**config.mk**
```make
export PLATFORM = sky130hd
export DESIGN_NAME = lsu_unit
export DESIGN_NICKNAME = d
export VERILOG_FILES = /design/src/rtl/lsu_unit_pkg.sv /design/src/rtl/lsu_unit_fmt.sv /design/src/rtl/lsu_unit.sv
export SDC_FILE = /design/constraint.sdc
export NUM_CORES = 1
export LEC_CHECK = 0
export ABC_AREA = 1
export ABC_CLOCK_PERIOD_IN_PS = 4400
export BUFFER_PORTS_ARGS = -buffer_cell sky130_fd_sc_hd__buf_4
export CAP_MARGIN = 20
export CORE_ASPECT_RATIO = 1.25
export CORE_MARGIN = 2
export CORE_UTILIZATION = 53
export CTS_CLUSTER_SIZE = 25
export DETAILED_ROUTE_END_ITERATION = 8
export PLACE_DENSITY_LB_ADDON = 0.12
export SYNTH_ARGS = -nofsm -noshare
export SYNTH_HDL_FRONTEND = slang
export SYNTH_HIERARCHICAL = 1
export SYNTH_SLANG_ARGS = --single-unit
```
**constraint.sdc**
```tcl
create_clock -name clk -period 4.4 [get_ports clk]
set_input_delay 0.88 -clock clk [delete_from_list [all_inputs] [get_ports clk]]
set_output_delay 0.88 -clock clk [all_outputs]
set_load 0.1 [all_outputs]
```
**src/rtl/lsu_unit_pkg.sv**
```systemverilog
// Shared types and constants for the load/store unit: funct3 op codes, FSM
// state encoding and small decode helpers used by lsu_unit and lsu_fmt.
package lsu_unit_pkg;

  localparam logic [2:0] LSU_OP_B  = 3'b000;
  localparam logic [2:0] LSU_OP_H  = 3'b001;
  localparam logic [2:0] LSU_OP_W  = 3'b010;
  localparam logic [2:0] LSU_OP_BU = 3'b100;
  localparam logic [2:0] LSU_OP_HU = 3'b101;

  typedef enum logic [1:0] {
    LSU_IDLE = 2'd0,
    LSU_REQ  = 2'd1,
    LSU_WAIT = 2'd2,
    LSU_DONE = 2'd3
  } lsu_state_t;

  typedef enum logic [1:0] {
    LSU_SIZE_B = 2'd0,
    LSU_SIZE_H = 2'd1,
    LSU_SIZE_W = 2'd2
  } lsu_size_t;

  // Reserved funct3 codes fall through to word size.
  function automatic lsu_size_t op_size(input logic [2:0] op);
    case (op)
      LSU_OP_B, LSU_OP_BU: op_size = LSU_SIZE_B;
      LSU_OP_H, LSU_OP_HU: op_size = LSU_SIZE_H;
      default:             op_size = LSU_SIZE_W;
    endcase
  endfunction

  function automatic logic op_misaligned(input logic [2:0] op, input logic [1:0] lane);
    case (op_size(op))
      LSU_SIZE_H: op_misaligned = lane[0];
      LSU_SIZE_W: op_misaligned = |lane;
      default:    op_misaligned = 1'b0;
    endcase
  endfunction

endpackage

```
**src/rtl/lsu_unit_fmt.sv**
```systemverilog
// Combinational lane logic for lsu_unit: load sign/zero extension and store
// strobe/data alignment, all driven from the low address bits.
module lsu_fmt
  import lsu_unit_pkg::*;
#(
  parameter int DATA_W = 32
) (
  input  logic [2:0]        op,
  input  logic [1:0]        lane,
  input  logic [DATA_W-1:0] wdata,
  input  logic [DATA_W-1:0] rdata,
  output logic [DATA_W-1:0] load_data,
  output logic [3:0]        wstrb,
  output logic [DATA_W-1:0] wdata_lane
);

  logic        [7:0]  byte_raw;
  logic        [15:0] half_raw;
  logic signed [7:0]  byte_s;
  logic signed [15:0] half_s;

  assign byte_raw = rdata[{lane, 3'b000} +: 8];
  assign half_raw = rdata[{lane[1], 4'b0000} +: 16];
  assign byte_s   = byte_raw;
  assign half_s   = half_raw;

  // Store data is placed on the same lanes its strobes select.
  always_comb begin
    load_data  = rdata;
    wstrb      = 4'b1111;
    wdata_lane = wdata;
    case (op_size(op))
      LSU_SIZE_B: begin
        load_data  = op[2] ? DATA_W'(byte_raw) : DATA_W'(byte_s);
        wstrb      = 4'b0001 << lane;
        wdata_lane = wdata << {lane, 3'b000};
      end
      LSU_SIZE_H: begin
        load_data  = op[2] ? DATA_W'(half_raw) : DATA_W'(half_s);
        wstrb      = 4'b0011 << {lane[1], 1'b0};
        wdata_lane = wdata << {lane[1], 4'b0000};
      end
      default: begin
        load_data  = rdata;
        wstrb      = 4'b1111;
        wdata_lane = wdata;
      end
    endcase
  end

endmodule

```
**src/rtl/lsu_unit.sv**
```systemverilog
// Load/store stage between EXU and WBU: one bus transaction per accepted op.
// Optional misaligned-access trap enabled by defining LSU_MISALIGN_CHECK_EN.
module lsu_unit
  import lsu_unit_pkg::*;
#(
  parameter int ADDR_W = 32,
  parameter int DATA_W = 32
) (
  input  logic              clk,
  input  logic              rst,
  input  logic              valid_i,
  output logic              ready_o,
  input  logic              mem_ren_i,
  input  logic              mem_wen_i,
  input  logic [2:0]        mem_op_i,
  input  logic [ADDR_W-1:0] addr_i,
  input  logic [DATA_W-1:0] wdata_i,
  input  logic              wen_i,
  input  logic              wsel_i,
  input  logic [4:0]        waddr_i,
  input  logic [DATA_W-1:0] alu_result_i,
  output logic              wen_o,
  output logic              wsel_o,
  output logic [4:0]        waddr_o,
  output logic [DATA_W-1:0] alu_result_o,
  output logic              valid_o,
  input  logic              ready_i,
  output logic [DATA_W-1:0] mem_result_o,
  output logic              err_o,
  output logic              req_valid_o,
  input  logic              req_ready_i,
  output logic              req_we_o,
  output logic [ADDR_W-1:0] req_addr_o,
  output logic [DATA_W-1:0] req_wdata_o,
  output logic [3:0]        req_wstrb_o,
  input  logic              resp_valid_i,
  input  logic [DATA_W-1:0] resp_rdata_i
);

  lsu_state_t state, state_nxt;

  logic              accept;
  logic              capture;
  logic              mem_op;
  logic              misalign_hit;

  logic              store_p0;
  logic              load_p0;
  logic [2:0]        op_p0;
  logic [ADDR_W-1:0] addr_p0;
  logic [DATA_W-1:0] wdata_p0;
  logic              wen_p0;
  logic              wsel_p0;
  logic [4:0]        waddr_p0;
  logic [DATA_W-1:0] alu_p0;
  logic [DATA_W-1:0] result_p1;

  logic [DATA_W-1:0] load_data;
  logic [3:0]        wstrb;
  logic [DATA_W-1:0] wdata_lane;

  assign mem_op = mem_ren_i | mem_wen_i;

`ifdef LSU_MISALIGN_CHECK_EN
  logic err_p1;

  assign misalign_hit = mem_op & op_misaligned(mem_op_i, addr_i[1:0]);

  always_ff @(posedge clk or negedge rst) begin
    if (!rst) begin
      err_p1 <= 1'b0;
    end else if (accept) begin
      err_p1 <= misalign_hit;
    end
  end

  assign err_o = err_p1;
`else
  assign misalign_hit = 1'b0;
  assign err_o        = 1'b0;
`endif

  always_ff @(posedge clk or negedge rst) begin
    if (!rst) begin
      state <= LSU_IDLE;
    end else begin
      state <= state_nxt;
    end
  end

  always_comb begin
    state_nxt   = state;
    ready_o     = 1'b0;
    req_valid_o = 1'b0;
    valid_o     = 1'b0;
    accept      = 1'b0;
    capture     = 1'b0;
    case (state)
      LSU_IDLE: begin
        ready_o = 1'b1;
        if (valid_i) begin
          accept    = 1'b1;
          state_nxt = (mem_op && !misalign_hit) ? LSU_REQ : LSU_DONE;
        end
      end
      LSU_REQ: begin
        req_valid_o = 1'b1;
        if (req_ready_i) begin
          state_nxt = LSU_WAIT;
        end
      end
      LSU_WAIT: begin
        if (resp_valid_i) begin
          capture   = load_p0;
          state_nxt = LSU_DONE;
        end
      end
      LSU_DONE: begin
        valid_o = 1'b1;
        if (ready_i) begin
          state_nxt = LSU_IDLE;
        end
      end
      default: state_nxt = LSU_IDLE;
    endcase
  end

  // Request stage: everything EXU hands over is frozen at accept.
  always_ff @(posedge clk or negedge rst) begin
    if (!rst) begin
      store_p0 <= 1'b0;
      load_p0  <= 1'b0;
      op_p0    <= 3'b000;
      addr_p0  <= '0;
      wdata_p0 <= '0;
      wen_p0   <= 1'b0;
      wsel_p0  <= 1'b0;
      waddr_p0 <= 5'd0;
      alu_p0   <= '0;
    end else if (accept) begin
      store_p0 <= mem_wen_i;
      load_p0  <= mem_ren_i & ~mem_wen_i;
      op_p0    <= mem_op_i;
      addr_p0  <= addr_i;
      wdata_p0 <= wdata_i;
      wen_p0   <= wen_i & ~misalign_hit;
      wsel_p0  <= wsel_i;
      waddr_p0 <= waddr_i;
      alu_p0   <= alu_result_i;
    end
  end

  // Result stage: cleared on accept so stores and non-mem ops report zero.
  always_ff @(posedge clk or negedge rst) begin
    if (!rst) begin
      result_p1 <= '0;
    end else if (accept) begin
      result_p1 <= '0;
    end else if (capture) begin
      result_p1 <= load_data;
    end
  end

  lsu_fmt #(.DATA_W(DATA_W)) u_fmt (
    .op         (op_p0),
    .lane       (addr_p0[1:0]),
    .wdata      (wdata_p0),
    .rdata      (resp_rdata_i),
    .load_data  (load_data),
    .wstrb      (wstrb),
    .wdata_lane (wdata_lane)
  );

  assign req_we_o     = store_p0;
  assign req_addr_o   = addr_p0;
  assign req_wdata_o  = store_p0 ? wdata_lane : '0;
  assign req_wstrb_o  = store_p0 ? wstrb : 4'b0000;
  assign mem_result_o = result_p1;
  assign wen_o        = wen_p0;
  assign wsel_o       = wsel_p0;
  assign waddr_o      = waddr_p0;
  assign alu_result_o = alu_p0;

endmodule

```
After elaboration in Yosys (flattened, before gate mapping)
Cells that the tools add are included.
{ "word_totals": {"mem_bits_rw": 0, "output_inout_bits": 144, "regBits": 142, "input_bits": 146, "mem_count": 0, "mem_bits_ro": 0, "latchBits": 0} }
{ "classes": {"mul": 0, "addsub": 0, "bitwise_logic": 3, "div_mod_pow": 0, "mux": 23, "n_eq_ne": 11, "n_shift": 6, "order_cmp": 0, "n_reduce_logical": 7} }
{ "op_table": {"columns": ["operator", "n"], "rows": [
  ["32-bit two-way mux", 5],
  ["32-bit one-hot mux with 2 select lines", 2],
  ["32-bit by 5-bit left shift with 32-bit output", 2],
  ["32-bit by 6-bit indexed part select with 16-bit output", 1],
  ["32-bit by 6-bit indexed part select with 8-bit output", 1],
  ["2-bit two-way mux", 5],
  ["2-bit inequality test, second input constant", 4],
  ["2-bit one-hot mux with 4 select lines", 1],
  ["4-bit one-hot mux with 2 select lines", 1],
  ["1-bit two-way mux", 7],
  ["3-bit == test, second input constant", 2],
  ["2-bit by 1-bit == test with 1-bit output, second input constant", 2],
  ["2-bit == test, second input constant", 2],
  ["2-bit logical NOT", 2],
  ["4-bit two-way mux", 1],
  ["2-bit one-hot mux with 2 select lines", 1],
  ["4-bit AND reduction", 1],
  ["2-bit OR reduction", 2],
  ["1-bit by 2-bit left shift with 4-bit output, first input constant", 1],
  ["2-bit by 2-bit left shift with 4-bit output, first input constant", 1],
  ["3-bit by 1-bit == test with 1-bit output, second input constant", 1],
  ["3-bit logical NOT", 1],
  ["2-bit nonzero test", 1],
  ["1-bit bitwise AND", 1],
  ["other kinds (2)", 2]
]} }

Logic depth before layout (Yosys ltp)
{ "depth": {"depth_word": 7, "ltp_mapped": 10} }

By module
The synthesis kept the hierarchy.
{ "modules_own_cells": {"columns": ["mod", "cells_per_inst", "area_each_um2", "seq_area_each_um2", "n_inst"], "rows": [
  ["lsu_unit", 705, 5863.1, 3553.4, 1],
  ["lsu_fmt", 281, 1296.2, 0.0, 1]
]} }

Worst setup path after synthesis
Ideal clock, no wire load.
{ "synth_path": {"kind": "register to output", "startpoint": "reg addr_p0[1] (netlist: req_addr_o[1])", "endpoint": "out req_wdata_o[27]", "arrival_time_ns": 2.401, "path_slack_ns": 1.119, "stages_incl_launch_ff": 9, "n_path_buf": 2, "path_cell_list": "dfrtp_1 buf_4 nand2_1 nand2_2 buf_4 o21ai_1 nor2_1 nand2_1 inv_1"} }
{ "synth_via": {"elab_chain_cells": 3, "word_cells_on_any_way": 4, "classes_between": "shift: 2; mux: 2"} }
{ "synth_rtl": {"columns": ["element", "line", "text"], "rows": [
  ["from (decl)", "lsu_unit.sv:50", "logic [ADDR_W-1:0] addr_p0;"],
  ["from (signal assigned)", "lsu_unit.sv:144", "addr_p0 <= addr_i;"],
  ["32-bit by 5-bit left shift with 32-bit output (on tied branches)", "lsu_unit_fmt.sv:41, lsu_unit_fmt.sv:36", null],
  ["32-bit one-hot mux with 2 select lines *", "lsu_unit_fmt.sv:32", "case (op_size(op))"],
  ["via wdata_lane[27]", "lsu_unit.sv:60", "logic [DATA_W-1:0] wdata_lane;"],
  ["32-bit two-way mux *", "lsu_unit.sv:176", "assign req_wdata_o = store_p0 ? wdata_lane : '0;"],
  ["to (decl)", "lsu_unit.sv:34", "output logic [DATA_W-1:0] req_wdata_o,"]
]} }
Mark *: on every way through the listed nets, which the timed path passes. The rest lies on a longest branch.

Final worst setup path
{ "layout_path": {"startpoint": "reg addr_p0[1] (netlist: req_addr_o[1])", "endpoint": "out req_wdata_o[30]"} }
Same word-level chain as after synthesis.

==> flow_summary.ini <==
[outcome]
status = finished clean

[cts]
postCtsSetupBuffers = 0
h-tree-depth = 4
numClockSinks = 142
tritoncts = done
clk-insertion-delay-late_ps = 430
cts_buffers = 17
cts_buffer_depth = 2
root_buffer = clkbuf_16
postCtsResizedCells = 0
cts_hold_buffers = 0
clk_pin_slew_ps = 60

[timing]
fmax_mhz = 276
finalCritPeriodShare_pct = 82.5
relSlewSlack_pct = 39.2
worst_slew_pin_slew_ps = 912
setup-tns-final_ps = 0
slew_violations = 0
finalSetupViolations = 0
grt_setup_unrepaired = false
finalCriticalPeriod_ps = 3630
hold_violations = 0
worst_clock_skew_ps = 8.77

[synthesis]
yosys-top-cells-area = dfrtp_1 (50%), nand2_1 (26%), nand3_1 (6.7%), inv_1 (3.7%), buf_2 (2.2%)
ys.warnings.count = 6
avgSynthCellArea_um2 = 7.26
synth-main-ff-cell = dfrtp_1
syn_area_um2 = 7160
syn-instance-count = 986
synth.distinct_cells = 26
synth_seq_area_share_pct = 49.6
synth_top_cell_by_area = dfrtp_1
async_reset_ff_share_pct = 100
synth_edf_count = 0
synth_common_cells = nand2_1 (503), dfrtp_1 (142), nand3_1 (96)
synth_nets = 1136
netlist.area_leader.share_pct = 49.6
yosysMostFrequentCell = nand2_1
ys_ff_latch = 142

[routing]
finalWirelength_um = 22500
ant_nets = 0
drt-wirelength-per-cell_um = 15.7
vias_per_cell = 5.06
drc = 0
drt-initial-drc-count = 570
first_pass_iters = 5
vias = 7245

[worst_setup_path]
cp_data_required_time_ps = 3520
reg2reg_to = alu_result_o[14]
crit_path_start_kind = register
crit_start = req_addr_o[1]
r2r_slack_ps = 1670
crit_path_max_fanout = 15
critical_path_arrival_ps = 2750
r2r_cells = 7
critPathCapture = req_wdata_o[30]
crit_type = register to output port
rr_startpoint = state[0]
endpoint_kind = output port

[grt]
grt_pass1_wl_um = 35500
grt_max_degree = 92
antenna_found_initial = 0
grt_pass1_vias = 6971
track_usage_pct = 31.9
grt-ovfl-total = 0

[die]
io_pins = 290
core_area_um2 = 13200
num_rows = 47
start_util_pct = 54.1
die_area_um2 = 14500
dieHeight_um = 134
die_w_um = 108

[placed_design]
dp_hpwl_um = 16200
port_buffers = 288
finalWeightedCongestion = 0.971

[layout]
insertedDiodeCount = 0
regArea_um2 = 3550
finalNetCount = 1397
drive_above_1_share_pct = 27.8
area_delta_synth_final_pct = 38.2
multi_input_area_um2 = 3000
fillers = 1054

[run]
cap_violations = 0

[hold_path]
min_path_type = register to register
==> per-stage QoR <==
| stage | cells | cell area [um2] | util (%) | worst slack, ps | hold WS, ps |
|---|---|---|---|---|---|
| 2_1_floorplan | 986 | 7160 | - | 1120 | 444 |
| 3_3_place_gp | 1398 | 9270 | 70.1 | 1240 | 462 |
| 6_report | 1431 | 9890 | 74.8 | 772 | 480 |
| 3_5_place_dp | 1399 | 9300 | 70.3 | 1230 | 466 |
| 4_1_cts | 1431 | 9890 | 74.8 | 762 | 484 |
| 5_1_grt | 1431 | 9890 | 74.8 | 454 | 500 |
==> kinds of logic after synthesis <==
| logic type | after synthesis | share of synthesized area (%) |
|---|---|---|
| simple gates | 656 | 37.3 |
| other cells | 1 | 0.0524 |
| buf+inv | 130 | 8.49 |
| fa+ha+maj | 4 | 0.699 |
| flops | 142 | 49.6 |
| compound gates | 53 | 3.79 |
==> final cells by class <==
class / count / share of cell area, %
Clock inverter: 14 / 1.56
Sequential cell: 142 / 35.9
Timing Repair Buffer: 295 / 22.6
Clock buffer: 18 / 4.44
Tap cell: 171 / 2.16
Inverter: 77 / 2.95
Multi-Input combinational cell: 714 / 30.4
==> sequential cells by signal (all words and copies together), names as in the netlist, 2 cells and up <==
name / flops
alu_result_o: 32
mem_result_o: 32
op_p0: 3
req_addr_o: 32
state: 2
waddr_o: 5
wdata_p0: 32
==> worst min-delay path by stage <==
stage	from	end	cells after the start
3_3_place_gp	op_p0[2]	op_p0[2]	2
5_1_grt	alu_result_o[29]	alu_result_o[29]	2
2_1_floorplan	wdata_p0[24]	wdata_p0[24]	2
4_1_cts	alu_result_o[29]	alu_result_o[29]	2
6_report	req_addr_o[7]	req_addr_o[7]	2
3_5_place_dp	req_addr_o[16]	req_addr_o[16]	2
==> per-layer routing <==
layer  GRT usage [%]  wire (um)  vias up
met5               0          0        -
met4            11.7        630        0
met3            9.96       2000       38
met2            51.7      11100      346
met1            40.3       8740     3304
li1                -          -     3557
==> placed cells by master (no fill, tap or decap), types with 2 or more instances in the layout <==
master / n
ha_1: 4
nand3_1: 96
o21ai_1: 7
bufinv_16: 2
clkbuf_16: 17
o21ai_0: 21
inv_1: 71
clkinv_4: 3
a21oi_1: 23
nand2_2: 6
nand2_1: 503
nor2_2: 2
clkinv_2: 3
inv_2: 5
inv_6: 6
nand2_4: 2
buf_4: 293
nor2_4: 3
dfrtp_1: 142
nor2_1: 32
nand4_1: 9
nand3_2: 2
==> critical path, cell delays in order, from the launching register on <==
cell	delay, ps
dfrtp_1	530
inv_1	380
nand2_1	90
nor2_1	690
nand2_1	90
o21ai_1	110
nor2_1	70
nand2_1	90
inv_1	40
buf_4	220
Power is left out: the tool's default activity adds up to more than one toggle a clock period on the data nets, which glitch-free logic cannot reach.
